===== config.mk =====
export PLATFORM = sky130hd
export DESIGN_NAME = controller_flat
export DESIGN_NICKNAME = d
export VERILOG_FILES = /design/src/rtl/ctl_pkg.sv /design/src/rtl/controller_if.sv /design/src/rtl/aludec.sv /design/src/rtl/controller.sv /design/src/flat_wrapper.sv
export SDC_FILE = /design/constraint.sdc
export NUM_CORES = 1
export LEC_CHECK = 0
export ABC_AREA = 0
export CORE_MARGIN = 2
export CORE_UTILIZATION = 49
export DETAILED_ROUTE_END_ITERATION = 8
export PLACE_DENSITY = 0.84
export SLEW_MARGIN = 20
export SYNTH_ARGS = -nofsm -noshare
export SYNTH_HDL_FRONTEND = slang
export SYNTH_SLANG_ARGS = --single-unit

===== constraint.sdc =====
create_clock -name clk -period 2.65 [get_ports clk]
set_input_delay 0.53 -clock clk [delete_from_list [all_inputs] [get_ports clk]]
set_output_delay 0.53 -clock clk [all_outputs]
set_load 0.005 [all_outputs]

===== src/rtl/ctl_pkg.sv =====
// rtl/ctl_pkg.sv - shared encodings for the ktc32 multicycle controller
//
// Purpose: opcode, ALU-operation, operand-B-select and FSM state encodings
//          shared by controller and aludec.
// Ports:   none (package).
package ctl_pkg;

  // Opcodes (instr[5:0]); bit 0 set marks a 32-bit instruction with immediate
  localparam logic [5:0] OP_NOP  = 6'h00;
  localparam logic [5:0] OP_ADDI = 6'h01;
  localparam logic [5:0] OP_ADD  = 6'h02;
  localparam logic [5:0] OP_BEQ  = 6'h03;
  localparam logic [5:0] OP_SUB  = 6'h04;
  localparam logic [5:0] OP_JMP  = 6'h05;
  localparam logic [5:0] OP_AND  = 6'h06;
  localparam logic [5:0] OP_OR   = 6'h08;
  localparam logic [5:0] OP_ORI  = 6'h09;
  localparam logic [5:0] OP_XOR  = 6'h0A;
  localparam logic [5:0] OP_SLT  = 6'h0C;
  localparam logic [5:0] OP_LD   = 6'h10;
  localparam logic [5:0] OP_ST   = 6'h12;
  localparam logic [5:0] OP_HALT = 6'h3E;

  // ALU operations
  localparam logic [2:0] ALU_ADD = 3'b000;
  localparam logic [2:0] ALU_SUB = 3'b001;
  localparam logic [2:0] ALU_AND = 3'b010;
  localparam logic [2:0] ALU_OR  = 3'b011;
  localparam logic [2:0] ALU_XOR = 3'b100;
  localparam logic [2:0] ALU_SLT = 3'b101;

  // ALU operand B select
  localparam logic [1:0] SRCB_B    = 2'b00;
  localparam logic [1:0] SRCB_INC  = 2'b01;
  localparam logic [1:0] SRCB_ZERO = 2'b10;
  localparam logic [1:0] SRCB_IMM  = 2'b11;

  // FSM states
  localparam logic [3:0] ST_FETCH   = 4'd0;
  localparam logic [3:0] ST_DECODE  = 4'd1;
  localparam logic [3:0] ST_EXEC_R  = 4'd2;
  localparam logic [3:0] ST_EXEC_I  = 4'd3;
  localparam logic [3:0] ST_ALUWB   = 4'd4;
  localparam logic [3:0] ST_MEMADDR = 4'd5;
  localparam logic [3:0] ST_MEMRD   = 4'd6;
  localparam logic [3:0] ST_MEMWB   = 4'd7;
  localparam logic [3:0] ST_MEMWR   = 4'd8;
  localparam logic [3:0] ST_BRANCH  = 4'd9;
  localparam logic [3:0] ST_JUMP    = 4'd10;
  localparam logic [3:0] ST_HALT    = 4'd11;

  function automatic logic is_rtype(input logic [5:0] op);
    return (op == OP_ADD) || (op == OP_SUB) || (op == OP_AND) ||
           (op == OP_OR)  || (op == OP_XOR) || (op == OP_SLT);
  endfunction

endpackage


===== src/rtl/controller_if.sv =====
// rtl/controller_if.sv - memory request/ready handshake between controller and memory
//
// Purpose: bundles the instruction/data memory strobes and the ready return.
// Signals: memread, memwrite (controller -> memory), mem_ready (memory -> controller).
// Modports: master = controller side, slave = memory side.
interface controller_if;
  logic memread;
  logic memwrite;
  logic mem_ready;

  modport master (output memread, output memwrite, input mem_ready);
  modport slave  (input memread, input memwrite, output mem_ready);
endinterface


===== src/rtl/aludec.sv =====
// rtl/aludec.sv - opcode to ALU operation decoder for execute states
//
// Purpose: combinational map of R-type and immediate opcodes to alucontrol.
// Ports:   opcode in 6 - latched instruction opcode
//          alucontrol out 3 - ALU operation; ADD for anything not listed
module aludec
  import ctl_pkg::*;
(
  input  logic [5:0] opcode,
  output logic [2:0] alucontrol
);

  always_comb begin
    alucontrol = ALU_ADD;
    case (opcode)
      OP_SUB:        alucontrol = ALU_SUB;
      OP_AND:        alucontrol = ALU_AND;
      OP_OR, OP_ORI: alucontrol = ALU_OR;
      OP_XOR:        alucontrol = ALU_XOR;
      OP_SLT:        alucontrol = ALU_SLT;
      default:       alucontrol = ALU_ADD;
    endcase
  end

endmodule


===== src/rtl/controller.sv =====
// rtl/controller.sv - Moore FSM control unit for the ktc32 16-bit multicycle datapath
//
// Purpose: sequences fetch/decode/execute/memory/writeback and drives all
//          datapath selects and enables; stalls fetch and load/store on mem_ready.
// Ports:   clk, reset (sync, active-high)
//          opcode in 6, zero in 1
//          mem (controller_if.master): memread, memwrite out; mem_ready in
//          pcen, iord, irwrite, memtoreg, regwrite, alusrca, pcsrc out 1
//          alusrcb out 2, alucontrol out 3, halted out 1, illegal out 1
module controller
  import ctl_pkg::*;
(
  input  logic              clk,
  input  logic              reset,
  input  logic [5:0]        opcode,
  input  logic              zero,
  controller_if.master      mem,
  output logic              pcen,
  output logic              iord,
  output logic              irwrite,
  output logic              memtoreg,
  output logic              regwrite,
  output logic              alusrca,
  output logic              pcsrc,
  output logic [1:0]        alusrcb,
  output logic [2:0]        alucontrol,
  output logic              halted,
  output logic              illegal
);

  logic [3:0] state_q;
  logic [3:0] state_d;
  logic [2:0] alu_dec;
  logic       memread_c;
  logic       memwrite_c;

  aludec u_aludec (
    .opcode     (opcode),
    .alucontrol (alu_dec)
  );

  always_ff @(posedge clk) begin
    if (reset) state_q <= ST_FETCH;
    else       state_q <= state_d;
  end

  always_comb begin
    state_d    = state_q;
    memread_c  = 1'b0;
    memwrite_c = 1'b0;
    pcen       = 1'b0;
    iord       = 1'b0;
    irwrite    = 1'b0;
    memtoreg   = 1'b0;
    regwrite   = 1'b0;
    alusrca    = 1'b0;
    pcsrc      = 1'b0;
    alusrcb    = SRCB_B;
    alucontrol = ALU_ADD;
    halted     = 1'b0;
    illegal    = 1'b0;

    case (state_q)
      ST_FETCH: begin
        memread_c = 1'b1;
        alusrcb   = SRCB_INC;
        // IR and PC capture in the ready cycle itself: the 2/4 increment
        // is chosen from the live instruction word on the memory bus.
        if (mem.mem_ready) begin
          irwrite = 1'b1;
          pcen    = 1'b1;
          state_d = ST_DECODE;
        end
      end
      ST_DECODE: begin
        if (is_rtype(opcode)) begin
          state_d = ST_EXEC_R;
        end else begin
          case (opcode)
            OP_ADDI, OP_ORI: state_d = ST_EXEC_I;
            OP_LD, OP_ST:    state_d = ST_MEMADDR;
            OP_BEQ:          state_d = ST_BRANCH;
            OP_JMP:          state_d = ST_JUMP;
            OP_NOP:          state_d = ST_FETCH;
            OP_HALT:         state_d = ST_HALT;
            default: begin
              illegal = 1'b1;
              state_d = ST_FETCH;
            end
          endcase
        end
      end
      ST_EXEC_R: begin
        alusrca    = 1'b1;
        alusrcb    = SRCB_B;
        alucontrol = alu_dec;
        state_d    = ST_ALUWB;
      end
      ST_EXEC_I: begin
        alusrca    = 1'b1;
        alusrcb    = SRCB_IMM;
        alucontrol = alu_dec;
        state_d    = ST_ALUWB;
      end
      ST_ALUWB: begin
        regwrite = 1'b1;
        state_d  = ST_FETCH;
      end
      ST_MEMADDR: begin
        // A + 0: the address is register A unmodified
        alusrca = 1'b1;
        alusrcb = SRCB_ZERO;
        state_d = (opcode == OP_ST) ? ST_MEMWR : ST_MEMRD;
      end
      ST_MEMRD: begin
        iord      = 1'b1;
        memread_c = 1'b1;
        // The data register is free-running, so MEMWB must be the very
        // next cycle after the ready beat.
        if (mem.mem_ready) state_d = ST_MEMWB;
      end
      ST_MEMWB: begin
        regwrite = 1'b1;
        memtoreg = 1'b1;
        state_d  = ST_FETCH;
      end
      ST_MEMWR: begin
        iord       = 1'b1;
        memwrite_c = 1'b1;
        if (mem.mem_ready) state_d = ST_FETCH;
      end
      ST_BRANCH: begin
        alusrca    = 1'b1;
        alusrcb    = SRCB_B;
        alucontrol = ALU_SUB;
        pcsrc      = 1'b1;
        pcen       = zero;
        state_d    = ST_FETCH;
      end
      ST_JUMP: begin
        pcen    = 1'b1;
        pcsrc   = 1'b1;
        state_d = ST_FETCH;
      end
      ST_HALT: begin
        halted = 1'b1;
      end
      default: state_d = ST_FETCH;
    endcase

    // Reset silences every output immediately, so an in-flight access is
    // dropped in the same cycle reset is seen.
    if (reset) begin
      memread_c  = 1'b0;
      memwrite_c = 1'b0;
      pcen       = 1'b0;
      iord       = 1'b0;
      irwrite    = 1'b0;
      memtoreg   = 1'b0;
      regwrite   = 1'b0;
      alusrca    = 1'b0;
      pcsrc      = 1'b0;
      alusrcb    = SRCB_B;
      alucontrol = ALU_ADD;
      halted     = 1'b0;
      illegal    = 1'b0;
    end
  end

  assign mem.memread  = memread_c;
  assign mem.memwrite = memwrite_c;

endmodule


===== src/flat_wrapper.sv =====
// flat-port wrapper written by rule: the top's interface ports become plain ports
module controller_flat import ctl_pkg::*;
  (clk, reset, opcode, zero, pcen, iord, irwrite, memtoreg, regwrite, alusrca, pcsrc, alusrcb, alucontrol, halted, illegal, mem_memread, mem_memwrite, mem_mem_ready);
  controller_if mem_i ();
  input  logic clk;
  input  logic reset;
  input  logic [5:0] opcode;
  input  logic zero;
  output logic pcen;
  output logic iord;
  output logic irwrite;
  output logic memtoreg;
  output logic regwrite;
  output logic alusrca;
  output logic pcsrc;
  output logic [1:0] alusrcb;
  output logic [2:0] alucontrol;
  output logic halted;
  output logic illegal;
  output wire logic [$bits(mem_i.memread)-1:0] mem_memread;
  output wire logic [$bits(mem_i.memwrite)-1:0] mem_memwrite;
  input wire logic [$bits(mem_i.mem_ready)-1:0] mem_mem_ready;
  assign mem_memread = mem_i.memread;
  assign mem_memwrite = mem_i.memwrite;
  assign mem_i.mem_ready = mem_mem_ready;
  controller u_core (.clk(clk), .reset(reset), .opcode(opcode), .zero(zero), .mem(mem_i), .pcen(pcen), .iord(iord), .irwrite(irwrite), .memtoreg(memtoreg), .regwrite(regwrite), .alusrca(alusrca), .pcsrc(pcsrc), .alusrcb(alusrcb), .alucontrol(alucontrol), .halted(halted), .illegal(illegal));
endmodule

# [Word level (Yosys, flattened, before mapping)]
# Cells that the tools add are included.
[op_classes] eq_ne=27 muxes=37 n_bitwise=1 n_reduce_logical=18
[ops] op="$pmux 4 s7" count=1
[ops] op="$eq 6x4->1 const B" count=4
[ops] op="$mux 1" count=24
[ops] op="$mux 4" count=5
[ops] op="$pmux 4 s5" count=1
[ops] op="$eq 6x3->1 const B" count=3
[ops] op="$eq 4x3->1 const B" count=4
[ops] op="$eq 4x4->1 const B" count=4
[ops] op="$reduce_or 2->1" count=8
[ops] op="$pmux 3 s5" count=1
[ops] op="$eq 6x2->1 const B" count=2
[ops] op="$eq 6x5->1 const B" count=2
[ops] op="$eq 4x2->1 const B" count=2
[ops] op="$reduce_or 8->1" count=1
[ops] op="$eq 6x1->1 const B" count=1
[ops] op="$eq 6x6->1 const B" count=1
[ops] op="$logic_not 6->1" count=1
[ops] op="$ne 2x2->1 const B" count=3
[ops] op="$pmux 2 s3" count=1
[ops] op="$pmux 3 s2" count=1
[ops] op="$logic_or 1x1->1" count=5
[ops] op="$eq 4x1->1 const B" count=1
[ops] op="$logic_not 4->1" count=1
[ops] op="$reduce_and 4->1" count=1
[ops] op="5 further kinds" count=5
[word_totals] register_bits=4 in_bits=10 output_inout_bits=16 wordCells=84

# [Longest topological paths before layout]
[logic_depth] depth_word=9 mapped_depth=7 depth_no_buf=5

# [Modules after synthesis]
# From an unflattened synthesis, not the netlist that was laid out.
[unflattened] cells_unflattened=118 area_unflattened_um2=814.5
[modules_own_cells] module="controller" instances=1 cells_each=109 area_each_um2=729.4 seq_area_each_um2=80.1
[modules_own_cells] module="aludec" instances=1 cells_each=9 area_each_um2=85.1 seq_area_each_um2=0.0

# [Worst setup path after synthesis]
# OpenSTA, ideal clock, no wires.
[synth_timing] path_kind="input-to-output" from="input port opcode[2]" to="output port illegal" t_arrival_ns=1.422 path_slack_ns=0.698 stages=5 n_path_buf=1 path_cell_list="buf_4 -> and2_1 -> mux2_2 -> o311ai_2 -> nor3_1"
[synth_via] elab_chain_len=9 word_cells_on_any_way=24 cone_classes="eq/ne: 13; mux: 4; reduce/logical: 7"
[synth_lines] item="from (decl)" line="flat_wrapper.sv:7" text="input logic [5:0] opcode;"
[synth_lines] item="$eq 6x2->1 or $eq 6x3->1 (tied branches)" line="ctl_pkg.sv:53" text="return (op == OP_ADD) || (op == OP_SUB) || (op == OP_AND) ||"
[synth_lines] item="$logic_or 1x1->1 (3 in a row)" line="ctl_pkg.sv:53"
[synth_lines] item="$logic_or 1x1->1 (2 in a row)" line="ctl_pkg.sv:54" text="(op == OP_OR) || (op == OP_XOR) || (op == OP_SLT);"
[synth_lines] item="$mux 1 *" line="controller.sv:76" text="if (is_rtype(opcode)) begin"
[synth_lines] item="$mux 1 *" line="controller.sv:63" text="case (state_q)"
[synth_lines] item="$mux 1 *" line="controller.sv:153" text="if (reset) begin"
[synth_lines] item="to (decl)" line="flat_wrapper.sv:19" text="output logic illegal;"
# Every way passes the cells marked *; elsewhere a longest branch is shown, timed or not.

# [Worst setup path in the final report]
[layout_timing] from="input port opcode[0]" to="output port alucontrol[1]"
[layout_via] elab_chain_len=5 word_cells_on_any_way=10 cone_classes="eq/ne: 6; mux: 3; reduce/logical: 1"
[layout_lines] item="$eq 6x4->1" line="aludec.sv:15" text="case (opcode)"
[layout_lines] item="$reduce_or 2->1" line="aludec.sv:15"
[layout_lines] item="$pmux 3 s5 *" line="aludec.sv:15"
[layout_lines] item="$pmux 3 s2 *" line="controller.sv:63"
[layout_lines] item="$mux 3 *" line="controller.sv:153"
[layout_lines] item="to (decl)" line="flat_wrapper.sv:17" text="output logic [2:0] alucontrol;"
# Marks and branches as above.

==> impl_metrics.json <==
{
  "min_from": "u_core.state_q[3]$_SDFFE_PP0P_",
  "min_period_over_period_pct": 96.3,
  "ant_nets": 0,
  "postCtsSetupBuffers": 0,
  "drive_above_1_share_pct": 20.1,
  "syn_nets": 130,
  "synth_cells": 120,
  "synth_area_um2": 803,
  "routed_wl_um": 2410,
  "hold_viol_final": 0,
  "drtIter0Drc": 31,
  "period_needed_ns": 2.55,
  "critPathArrivalTime_ns": 2.02,
  "path_class": "input port to output port",
  "htreeDepth": 1,
  "cts_tree": "built",
  "report.final.slew_viol_count": 0,
  "setup-violations-final": 0,
  "seqCellArea_um2": 80.1,
  "seq_power_share_pct": 23.6,
  "drc_errors": 0,
  "grt_max_degree": 16,
  "grt_pass1_wl_um": 3940,
  "internal-power_w": 0.000183,
  "die_x_um": 44.5,
  "ys_async_sr_fraction_pct": 0,
  "ys.flop_type": "dfxtp_1",
  "route.met3.wl_um": 138,
  "maxCapViolations": 0,
  "slew_headroom_pct": 67.9,
  "switchingPower_w": 0.0000922,
  "synth_top_family_by_area": "simple AND/OR/NAND/NOR gates",
  "wl_per_cell_um": 14.2,
  "rsz0062_at_grt": "no",
  "required_ns": 2.12,
  "clkPwrFrac_pct": 25.9,
  "portBuffers": 25,
  "yosys.area_share.simple_pct": 43.5,
  "worstMarginPinSlew_ns": 0.479,
  "ys_ff_latch": 4,
  "whs_ns": 0.690,
  "synthXorXnorAreaFrac_pct": 2.18,
  "p_leak_nw": 0.473,
  "top_layer_used": "met4",
  "place_area_um2": 1100,
  "grt-ovfl-total": 0,
  "skew_ns": 0.00466,
  "synth_compound_area_share_pct": 25.1,
  "design.die.area_um2": 1980,
  "critPathMaxFanout": 4,
  "syn2layout_area_growth_pct": 44.5,
  "hp-class": "flop to flop",
  "status": "complete, no violations",
  "cts_buffers": 3,
  "antenna_found_initial": 0,
  "grt_pass1_vias": 935,
  "worst_skew_pair.late_latency_ns": 0.23,
  "drtPass1Iterations": 4,
  "gp_congestion": 0.912,
  "largest_reg_flops": 4,
  "wl_met2_um": 1210,
  "cts.sinks": 4,
  "fillers": 118,
  "fmax_ghz": 0.392,
  "cts-root-buf": "clkbuf_4",
  "reg2reg_from": "u_core.state_q[1]$_SDFFE_PP0P_",
  "ioPinCount": 26,
  "clockBufferDepth": 2,
  "track_usage_pct": 26.1,
  "critical_path.endpoint_type": "output port",
  "synth_top_area_cell": "dfxtp_1",
  "regMostFlops": "u_core.state_q",
  "core_area_um2": 1520,
  "synth-adder-area-share_pct": 0,
  "final_cell_area_um2": 1160,
  "cp-startpoint": "opcode[0]",
  "hpwl_um": 1840,
  "synth_commonest_cells": "nor2_1 (12), a21oi_1 (11), nand2_1 (11), nor3_1 (11), inv_1 (5)",
  "synth_edf_count": 0,
  "holdBufCountCts": 0,
  "m1WireLength_um": 1060,
  "yosys-top-cells-area": "dfxtp_1 (10%), a21oi_1 (6.9%), nor3_1 (6.9%), nor2_1 (5.6%), clkbuf_8 (5.1%)",
  "synth_cell_types": 43,
  "clk_pin_slew_worst_paths_ns": 0.04,
  "vias": 1045,
  "yosys-mux-area-fraction_pct": 2.65,
  "sw_frac_of_total_pct": 33.5,
  "yosys_warnings": 0,
  "syn_avg_cell_area_um2": 6.69,
  "top_regs": "u_core.state_q: 4 flops",
  "yosysSeqAreaShare_pct": 9.97,
  "start_util_pct": 52.7,
  "synth.most_common_cell": "nor2_1",
  "peakVddDrop_v": 0.000302,
  "multi_input_area_um2": 618,
  "n_antenna_cell": 0,
  "dieHeight_um": 44.5,
  "power_density_nw_per_um2": 237,
  "nets": 166,
  "vias_per_cell": 6.15,
  "startpoint_type": "input port",
  "row_count": 14,
  "synth_top_area_share_pct": 9.97,
  "pwr-share-comb_pct": 50.5
}
## cell families after synthesis
family | after synthesis
AOI/OAI and AO/OA | 29
buffers and inverters | 18
DFF | 4
muxes | 2
and+or+nand+nor | 65
xor gates and xnor gates | 2
## metal layers
metal  global-route usage, %  up-vias
met2                    42.3       37
met5                       0        -
met4                    8.48        0
met3                    4.08        2
li1                        -      516
met1                    35.0      490
## path summary, 6_finish.rpt
path,to,slack [ns],cells past startpoint
setup / recovery,alucontrol[1],0.1,6
hold / removal,u_core.state_q[2]$_SDFFE_PP0P_,0.69,2
setup reg to reg,u_core.state_q[2]$_SDFFE_PP0P_,1.13,5
hold reg to reg,u_core.state_q[2]$_SDFFE_PP0P_,0.69,2
## through the flow
step	power (W)	setup TNS, ns	instances	setup slack (ns)	utilization [%]
after floorplan	0.000145	0	120	0.698	-
after detailed placement	0.000197	-0.381	167	-0.115	72.2
after global placement	0.000194	-0.315	167	-0.117	72.2
final	0.000275	0	170	0.0980	76.2
after CTS	0.000273	0	170	0.0233	75.0
after global routing	0.000289	0	170	0.0305	76.2
## worst max-delay path, stage by stage
cell and delay [ns]:
clkdlybuf4s50_1 0.46, and2b_2 0.25, buf_4 0.14, a22oi_2 0.15
nor2_1 0.05, clkdlybuf4s50_1 0.44
## placed cells by master (no fill, tap or decap), drive strengths merged, types with 2 or more instances in the layout
| cell | count |
|---|---|
| nor4 | 4 |
| dlymetal6s2s | 3 |
| nand2 | 11 |
| and2b | 2 |
| inv | 5 |
| o32a | 2 |
| clkbuf | 3 |
| a21oi | 11 |
| nor2 | 12 |
| nand2b | 4 |
| buf | 19 |
| clkdlybuf4s50 | 17 |
| nand3 | 3 |
| a31oi | 4 |
| dlygate4sd2 | 5 |
| dfxtp | 4 |
| nor4b | 2 |
| nor2b | 4 |
| nand4 | 3 |
| nor3 | 11 |
| or2 | 2 |
| o21ai | 2 |
| a22oi | 3 |
## final cells by class
type / count / area share (%)
Clock buffer: 3 / 1.94
Inverter: 5 / 1.62
Multi-Input combinational cell: 98 / 53.2
Sequential cell: 4 / 6.90
Tap cell: 16 / 1.72
Timing Repair Buffer: 44 / 34.6
## timing repair
item                       CTS  global route
resized for setup           10             6
pin swaps                    1             0
setup endpoints to repair    4             6
## power groups by stage
stage | Sequential [W] | Clock (W) | Combinational, W
floorplan | 0.0000659 | 0 | 0.0000791
global placement | 0.0000653 | 0 | 0.000129
detailed placement | 0.0000657 | 0 | 0.000131
CTS | 0.0000648 | 0.0000743 | 0.000134
global route | 0.0000652 | 0.0000742 | 0.000149
finish | 0.0000648 | 0.0000711 | 0.000139
(Power assumes the default switching activity.)
